$ cat src/rtl/wta_inhibit_arbiter.sv
// Winner-take-all lateral inhibition: picks one spiking neuron per event with rotating priority,
// then holds off all other neurons through DIFF_SPIKE for a fixed window.

module wta_inhibit_slice #(
  parameter int N_NEURON = 6,
  parameter int IDX_W    = 3,
  parameter int J        = 0
) (
  input  logic [IDX_W-1:0]    win,
  output logic [N_NEURON-2:0] bus
);
  // Bus of neuron J lists the other neurons in ascending order, skipping J itself
  always_comb begin
    bus = '0;
    for (int k = 0; k < N_NEURON-1; k++)
      if (int'(win) == ((k < J) ? k : k + 1)) bus[k] = 1'b1;
  end
endmodule

module wta_inhibit_arbiter #(
  parameter  int N_NEURON       = 6,
  parameter  int INHIBIT_CYCLES = 4,
  parameter  int CNT_W          = 16,
  localparam int IDX_W          = $clog2(N_NEURON),
  localparam int DW             = N_NEURON*(N_NEURON-1)
) (
  input  logic                CLK,
  input  logic                RST,
  input  logic [N_NEURON-1:0] SPIKE_IN,
  output logic [DW-1:0]       DIFF_SPIKE,
  output logic                WIN_VALID,
  input  logic                WIN_READY,
  output logic [IDX_W-1:0]    WIN_IDX,
  output logic                BUSY,
  output logic [CNT_W-1:0]    EVT_CNT,
  output logic [CNT_W-1:0]    DROP_CNT
);
  localparam int IC_W = (INHIBIT_CYCLES > 1) ? $clog2(INHIBIT_CYCLES) : 1;

  typedef enum logic {IDLE, INHIBIT} state_t;

  state_t            state_q, state_d;
  logic [IC_W-1:0]   cnt;
  logic [IDX_W-1:0]  ptr;
  logic [IDX_W-1:0]  win;
  logic [IDX_W-1:0]  idx;
  logic              hit;
  logic              sel;
  logic              leave;
  int                t;
  logic [DW-1:0]     diff_d;

  // Round-robin search: first set bit at or above ptr, wrapping at N_NEURON-1
  always_comb begin
    win = '0;
    hit = 1'b0;
    t   = 0;
    idx = '0;
    for (int i = 0; i < N_NEURON; i++) begin
      t = int'(ptr) + i;
      if (t >= N_NEURON) t = t - N_NEURON;
      idx = IDX_W'(t);
      if (!hit && SPIKE_IN[idx]) begin
        hit = 1'b1;
        win = idx;
      end
    end
  end

  for (genvar j = 0; j < N_NEURON; j++) begin : g_slice
    wta_inhibit_slice #(.N_NEURON(N_NEURON), .IDX_W(IDX_W), .J(j)) u_slice (
      .win (win),
      .bus (diff_d[j*(N_NEURON-1) +: N_NEURON-1])
    );
  end

  always_comb begin
    state_d = state_q;
    sel     = 1'b0;
    leave   = 1'b0;
    case (state_q)
      IDLE: if (|SPIKE_IN) begin
        sel     = 1'b1;
        state_d = INHIBIT;
      end
      INHIBIT: if (cnt == '0) begin
        leave   = 1'b1;
        state_d = IDLE;
      end
      default: state_d = IDLE;
    endcase
  end

  always_ff @(posedge CLK) begin
    if (RST) state_q <= IDLE;
    else     state_q <= state_d;
  end

  always_ff @(posedge CLK) begin
    if (RST) begin
      DIFF_SPIKE <= '0;
      WIN_VALID  <= 1'b0;
      WIN_IDX    <= '0;
      BUSY       <= 1'b0;
      EVT_CNT    <= '0;
      DROP_CNT   <= '0;
      cnt        <= '0;
      ptr        <= '0;
    end else begin
      if (sel) begin
        DIFF_SPIKE <= diff_d;
        BUSY       <= 1'b1;
        cnt        <= IC_W'(INHIBIT_CYCLES-1);
        ptr        <= (int'(win) == N_NEURON-1) ? '0 : win + 1'b1;
        if (~&EVT_CNT) EVT_CNT <= EVT_CNT + 1'b1;
      end else if (leave) begin
        DIFF_SPIKE <= '0;
        BUSY       <= 1'b0;
      end else if (state_q == INHIBIT) begin
        cnt <= cnt - 1'b1;
      end

      // 1-deep output register: a new winner only lands if the slot is free or draining now
      if (sel) begin
        if (!WIN_VALID || WIN_READY) begin
          WIN_IDX   <= win;
          WIN_VALID <= 1'b1;
        end else if (~&DROP_CNT) begin
          DROP_CNT <= DROP_CNT + 1'b1;
        end
      end else if (WIN_VALID && WIN_READY) begin
        WIN_VALID <= 1'b0;
      end
    end
  end
endmodule

$ cat config.mk
export PLATFORM = sky130hd
export DESIGN_NAME = wta_inhibit_arbiter
export DESIGN_NICKNAME = d
export VERILOG_FILES = /design/src/rtl/wta_inhibit_arbiter.sv
export SDC_FILE = /design/constraint.sdc
export NUM_CORES = 1
export LEC_CHECK = 0
export ABC_AREA = 1
export CORE_AREA = 2 2 95 97
export DETAILED_ROUTE_END_ITERATION = 7
export DIE_AREA = 0 0 97 99
export PLACE_DENSITY = 0.61
export SETUP_SLACK_MARGIN = 0.4
export SLEW_MARGIN = 20
export SYNTH_ARGS = -nofsm -noshare
export SYNTH_HDL_FRONTEND = slang
export SYNTH_SLANG_ARGS = --single-unit
$ cat constraint.sdc
create_clock -name CLK -period 6.29 [get_ports CLK]
set_input_delay 1.5725 -clock CLK [delete_from_list [all_inputs] [get_ports CLK]]
set_output_delay 1.5725 -clock CLK [all_outputs]
set_load 0.02 [all_outputs]
==> results.sh, run 1 <==
export IMPL_status="completed"
export IMPL_postCtsHoldBufs=0
export IMPL_hold_viol_final=0
export IMPL_root_buffer="clkbuf_8"
export IMPL_start_kind="input pin"
export IMPL_cts_clk_slew_worst_paths_ps=100
export IMPL_power_density_mw_per_mm2=445.6
export IMPL_drtPass1Iterations=6
export IMPL_p_leak_nw=1.645
export IMPL_min_period_ps=3846
export IMPL_cts_tree="yes"
export IMPL_synth_area_leader_cell="dfxtp_1"
export IMPL_ys_top_cells_by_count="nand2_1 (95), inv_1 (68), dfxtp_1 (49), nor2_1 (46)"
export IMPL_tns_ps=0
export IMPL_htreeDepth=2
export IMPL_async_reset_ff_share_pct=0
export IMPL_r2r_cells=20
export IMPL_avgSynthCellArea_um2=6.734
export IMPL_rrSetupSlack_ps=2680
export IMPL_synthSimpleGateAreaFrac_pct=36.79
export IMPL_synthCells=495
export IMPL_critical_path_cell_count=18
export IMPL_place_hpwl_um=6341
export IMPL_gp_congestion=0.9486
export IMPL_hp_start="cnt[0]"
export IMPL_numPortBuffers=75
export IMPL_critPathKind="input pin to flip-flop"
export IMPL_relSlewSlack_pct=52.44
export IMPL_drtIter0Drc=131
export IMPL_cp_end_kind="flip-flop"
export IMPL_clock_latency_ps=310
export IMPL_clkSinkCount=49
export IMPL_seq_power_share_pct=22.3
export IMPL_fp_dieH_um=99
export IMPL_rsz0062_at_grt="false"
export IMPL_vdd_drop_max_v=0.0001594
export IMPL_ctsResizeCount=0
export IMPL_ioPinCount=76
export IMPL_p_int_mw=0.8847
export IMPL_grt_antenna_before_repair=0
export IMPL_grt_pass1_wl_um=13810
export IMPL_synth_compound_area_share_pct=13.03
export IMPL_die_area_mm2=0.009603
export IMPL_cpLargestDelayFamily="simple AND/OR/NAND/NOR gates"
export IMPL_synth_cell_types=37
export IMPL_fin_skew_ps=7.592
export IMPL_grt_overflow=0
export IMPL_cp_common_cell="nand2_1"
export IMPL_num_fill_cells=868
export IMPL_pwr_share_comb_pct=67.0
export IMPL_coreArea_mm2=0.008551
export IMPL_synth_top_area_share_pct=29.43
export IMPL_via_per_inst=4.991
export IMPL_routedWlPerCell_um=12.52
export IMPL_synth_most_common_cell="nand2_1"
export IMPL_holdPathStages=2
export IMPL_max_stage_delay_ps=480
export IMPL_setup_viol=0
export IMPL_layout_drive_gt1_share_pct=7.847
export IMPL_drc=0
export IMPL_nets=568
export IMPL_synth_area_mm2=0.003333
export IMPL_vias=3274
export IMPL_r2r_start="ptr[0]"
export IMPL_holdWs_ps=472.3
export IMPL_maxCapViolCount=0
export IMPL_ys_seq_elements=49
export IMPL_tightestPinTransition_ps=712.7
export IMPL_synthXorXnorAreaFrac_pct=1.577
export IMPL_clkPwrFrac_pct=10.6
export IMPL_synth_adder_area_share_pct=4.505
export IMPL_grtUsageTotal_pct=17.18
export IMPL_start_util_pct=38.98
export IMPL_ys_top_cells_by_area="dfxtp_1 (29%), nand2_1 (11%), inv_1 (7.7%)"
export IMPL_crit_buf_inv=4
export IMPL_rr_endpoint="ptr[2]"
export IMPL_clock_path_buffers=2
export IMPL_cts_buffers=5
export IMPL_grt_max_degree=29
export IMPL_period_share_pct=61.14
export IMPL_crit_fanout=3
export IMPL_cp_arrival_ps=4100
export IMPL_ys_seq_area_share_pct=29.43
export IMPL_yosysWarnings=0
export IMPL_sw_frac_of_total_pct=51.55
export IMPL_crit_chain="clkdlybuf4s50_1 -> inv_1 -> o21ai_0 -> nor2_1 -> nand2_1 -> nand2_1 -> a21oi_1 -> nand4_1 -> inv_1 -> nand2_1 -> nand3_1 -> nand2_1 -> nand3_1 -> inv_1 -> ha_1 -> o21ai_0 -> nand2_1 -> nor2_1"
export IMPL_synth_edff_count=0
export IMPL_p_switching_mw=0.9413
export IMPL_ys_flop_type="dfxtp_1"
export IMPL_postCtsSetupRepairBufs=0
export IMPL_hold_end="cnt[0]"
export IMPL_syn_nets=516
export IMPL_grt_pass1_vias=3028
export IMPL_synth_top_family_by_area="simple AND/OR/NAND/NOR gates"
export IMPL_num_rows=34
export IMPL_antenna_cells=0
export IMPL_die_w_um=97
export IMPL_wl_um=8214
export IMPL_drtAntennaViolNets=0
export IMPL_worstHoldPathType="flip-flop to flip-flop"
export IMPL_crit_slowest_cell="clkdlybuf4s50_1"
export IMPL_synthToLayoutAreaGrowth_pct=22.94
export IMPL_muxShareOfSynthArea_pct=0
export IMPL_critical_path_required_ps=6550
export IMPL_clock_fmax_ghz=0.2600
export IMPL_drv_slew=0
[placed cells by master (no fill, tap or decap), types with 2 or more instances in the layout]
cell type	netlist	layout
nand2_1	95	95
clkdlybuf4s50_1	0	75
inv_1	68	68
dfxtp_1	49	49
nor2_1	46	46
nand3_1	34	34
a21oi_1	34	34
o21ai_0	29	29
nor3_1	19	19
ha_1	12	12
nand4_1	8	8
nor3b_1	7	7
inv_2	5	5
nand2_4	5	5
nor2_4	5	5
clkbuf_8	0	5
nand2_2	4	4
o21a_1	4	4
xor2_1	4	4
nor2_2	4	4
o211ai_1	4	4
nor4_1	4	4
nand3_2	3	3
o21ai_1	3	3
o21ai_2	3	3
or2_2	3	3
xnor2_1	2	2
nand3b_1	2	2
and3_1	2	2
[cell type report]
class,instances,area (µm²),share of cell area [%]
Tap cell,108,135.1,3.298
Timing Repair Buffer,76,758.2,18.50
Multi-Input combinational cell,342,1863,45.47
Clock inverter,2,13.76,0.3359
Inverter,73,274.0,6.687
Clock buffer,6,72.57,1.771
Sequential cell,49,980.9,23.94
[layer usage]
metal	vias up	track usage, %	part of all wire [%]
met4	0	7.042	2.9
met5	-	0	0
li1	1684	-	-
met2	93	29.27	45
met1	1481	21.50	47
met3	16	3.121	5.1
[per-stage QoR]
stage / total power, mW / instance area, µm² / instances / util, % / setup WS (ps)
floorplan: 1.379 / 3333 / 495 / - / 2892
detailed placement: 1.638 / 4011 / 648 / 46.91 / 2115
global placement: 1.627 / 4011 / 648 / 46.91 / 2147
CTS: 1.834 / 4098 / 656 / 47.92 / 2435
global route: 1.998 / 4098 / 656 / 47.92 / 2080
finish: 1.826 / 4098 / 656 / 47.92 / 2444
[worst register-to-register path, delay by kind of cell (launching register included)]
family	cells	cell delay, ps
buffers and inverters	4	450
and+or+nand+nor	12	1280
DFF	1	790
adders and majority gates	2	690
AOI/OAI and AO/OA	2	320
[power groups by stage]
stage	Combinational, mW	Sequential, mW	Clock, mW
2_1_floorplan	0.952	0.427	0
3_3_place_gp	1.21	0.413	0
3_5_place_dp	1.22	0.415	0
4_1_cts	1.23	0.408	0.198
5_1_grt	1.37	0.416	0.215
6_report	1.22	0.408	0.194
[logic make-up (layout without fill, tap and decap cells)]
group | count (synthesis) | after routing
AND/OR/NAND/NOR | 245 | 245
XOR/XNOR | 6 | 6
flip-flops | 49 | 49
adder cells (fa/ha/maj) | 12 | 12
AO/OA/AOI/OAI | 79 | 79
buffers and inverters | 104 | 157
[worst max path at each step]
stage | start | end | slack, ps
floorplan | SPIKE_IN[3] | ptr[2] | 2890
global placement | SPIKE_IN[1] | ptr[2] | 2150
global route | SPIKE_IN[3] | ptr[2] | 2080
CTS | SPIKE_IN[0] | ptr[2] | 2440
detailed placement | SPIKE_IN[0] | ptr[2] | 2110
finish | SPIKE_IN[0] | ptr[2] | 2440
[flip-flops by register name (all words and copies together) (netlist names)]
register	cells
DROP_CNT	16
state_q	1
WIN_VALID	1
DIFF_SPIKE	6
WIN_IDX	3
BUSY	1
EVT_CNT	16
cnt	2
ptr	3
No activity file was read; power rests on OpenSTA's default activity.
==> run 2: changes to the inputs <==
--- a/config.mk
+++ b/config.mk
@@ -9,7 +9,7 @@
 export CORE_AREA = 2 2 95 97
 export DETAILED_ROUTE_END_ITERATION = 7
 export DIE_AREA = 0 0 97 99
-export PLACE_DENSITY = 0.61
+export PLACE_DENSITY = 0.63
 export SETUP_SLACK_MARGIN = 0.4
 export SLEW_MARGIN = 20
 export SYNTH_ARGS = -nofsm -noshare
==> constraint.sdc (replaced) <==
create_clock -name CLK -period 3.43 [get_ports CLK]
set_input_delay 0.8575 -clock CLK [delete_from_list [all_inputs] [get_ports CLK]]
set_output_delay 0.8575 -clock CLK [all_outputs]
set_load 0.02 [all_outputs]
==> results.sh, run 2 (synthesis gave the netlist of run 1 again) <==
export IMPL_ioPinCount=76
export IMPL_gp_congestion=0.8482
export IMPL_grt_pass1_wl_um=13740
export IMPL_tns_ps=0
export IMPL_clock_fmax_ghz=0.3484
export IMPL_die_w_um=97
export IMPL_largestRegisters="DROP_CNT: 16 flops, EVT_CNT: 16 flops, DIFF_SPIKE: 6 flops"
export IMPL_clock_path_buffers=2
export IMPL_drtAntennaViolNets=0
export IMPL_htreeDepth=2
export IMPL_setup_ws_ps=559.4
export IMPL_critical_path_required_ps=3670
export IMPL_maxCapViolCount=0
export IMPL_final_cells=665
export IMPL_layout_commonest_cell="nand2_1"
export IMPL_cts_tree="yes"
export IMPL_cp_end_kind="flip-flop"
export IMPL_clock_latency_ps=300
export IMPL_min_period_ps=2871
export IMPL_grt_max_degree=28
export IMPL_cts_clk_slew_worst_paths_ps=90
export IMPL_drtPass1Iterations=4
export IMPL_fin_skew_ps=13.54
export IMPL_coreArea_mm2=0.008551
export IMPL_drtIter0Drc=98
export IMPL_layout_common_cells="nand2_1 (91), clkdlybuf4s50_1 (71), inv_1 (65), dfxtp_1 (48), nor2_1 (45)"
export IMPL_dp_cells=655
export IMPL_fp_dieH_um=99
export IMPL_relSlewSlack_pct=55.68
export IMPL_vias=3289
export IMPL_postCtsHoldBufs=0
export IMPL_worstHoldPathType="flip-flop to flip-flop"
export IMPL_crit_fanout=6
export IMPL_antenna_cells=0
export IMPL_grt_pass1_vias=3055
export IMPL_cp_arrival_ps=3110
export IMPL_hp_start="cnt[0]"
export IMPL_r2r_start="ptr[0]"
export IMPL_clkSinkCount=49
export IMPL_holdWs_ps=488.5
export IMPL_synthToLayoutAreaGrowth_pct=27.89
export IMPL_drc=0
export IMPL_pre_cts_slack_ps=1.076
export IMPL_vdd_drop_max_v=0.0003037
export IMPL_num_fill_cells=839
export IMPL_wl_um=8184
export IMPL_via_per_inst=4.946
export IMPL_setup_viol=0
export IMPL_rsz0062_at_grt="false"
export IMPL_layout_drive_gt1_share_pct=13.11
export IMPL_nets=577
export IMPL_tightestPinTransition_ps=664.1
export IMPL_place_hpwl_um=6275
export IMPL_critPathKind="input pin to flip-flop"
export IMPL_power_density_mw_per_mm2=847.9
export IMPL_hold_viol_final=0
export IMPL_grtUsageTotal_pct=16.89
export IMPL_start_kind="input pin"
export IMPL_num_rows=34
export IMPL_numPortBuffers=75
export IMPL_critPathLaunch="SPIKE_IN[0]"
export IMPL_die_area_mm2=0.009603
export IMPL_root_buffer="clkbuf_8"
export IMPL_period_share_pct=83.69
export IMPL_status="completed"
export IMPL_p_leak_nw=1.741
export IMPL_final_util_pct=49.85
export IMPL_start_util_pct=38.98
export IMPL_grt_overflow=0
export IMPL_drv_slew=0
export IMPL_grt_antenna_before_repair=0
export IMPL_cts_buffers=5
export IMPL_routedWlPerCell_um=12.31
run 2: cell count changes in the layout (fill, tap and decap cells not counted), moves of 3 or more:
cell	change
dlymetal6s2s_1	+4
o21ai_2	+5
buf_4	+8
nand2_2	+4
o21ai_0	-6
clkdlybuf4s50_1	-4
nand2_1	-4
inv_1	-3
run 2: worst max-delay path, cell delays in order:
cell             delay [ps]
clkdlybuf4s50_1         490
inv_2                    50
o21ai_2                 160
nor2_1                   80
nor2_2                  170
nor2_4                   90
buf_4                   140
nand2_1                  70
nand2_1                  50
nand2_1                  70
nand3_1                  80
nand2_1                  90
nand3_1                 140
inv_2                   130
ha_4                    210
o21ai_2                 100
nand2_1                  50
nor2_1                   90
run 2: area by class of cell:
cell class / count / area [µm²] / share of cell area, %
tap: 108 / 135.1 / 3.170
clock buffer: 6 / 82.58 / 1.937
inverter: 73 / 276.5 / 6.487
timing repair buffer: 85 / 839.6 / 19.69
sequential: 49 / 982.2 / 23.04
multi-input combinational: 342 / 1933 / 45.35
clock inverter: 2 / 13.76 / 0.3229
run 2: what timing repair did:
action | 4_1_cts | 5_1_grt
pin swaps | 0 | 12
setup endpoints to repair | 1 | 3
buffers inserted | 0 | 2
cloned | 0 | 0
resized for setup | 3 | 30
run 2: worst paths after layout:
path,end,slack [ps],cells past startpoint
setup / recovery,ptr[2],560,18
hold / removal,cnt[0],490,2
setup reg to reg,ptr[2],660,20
hold reg to reg,cnt[0],490,2
run 2: layer usage:
metal	wire length [µm]	global-route usage, %
met5	0	0
met2	3862	29.70
met3	358	3.050
met1	3888	21.52
met4	74	4.009
run 2: where the power goes:
part | internal (mW) | total [mW] | switching, mW
combinational | 0.989 | 2.55 | 1.56
clock | 0.164 | 0.355 | 0.192
sequential | 0.638 | 0.709 | 0.0709
run 2: per-stage QoR:
step	area (µm²)	power, mW
after floorplan	3333	2.529
after global placement	4064	3.030
after detailed placement	4064	3.058
after CTS	4160	3.430
after global routing	4263	3.932
final	4263	3.614
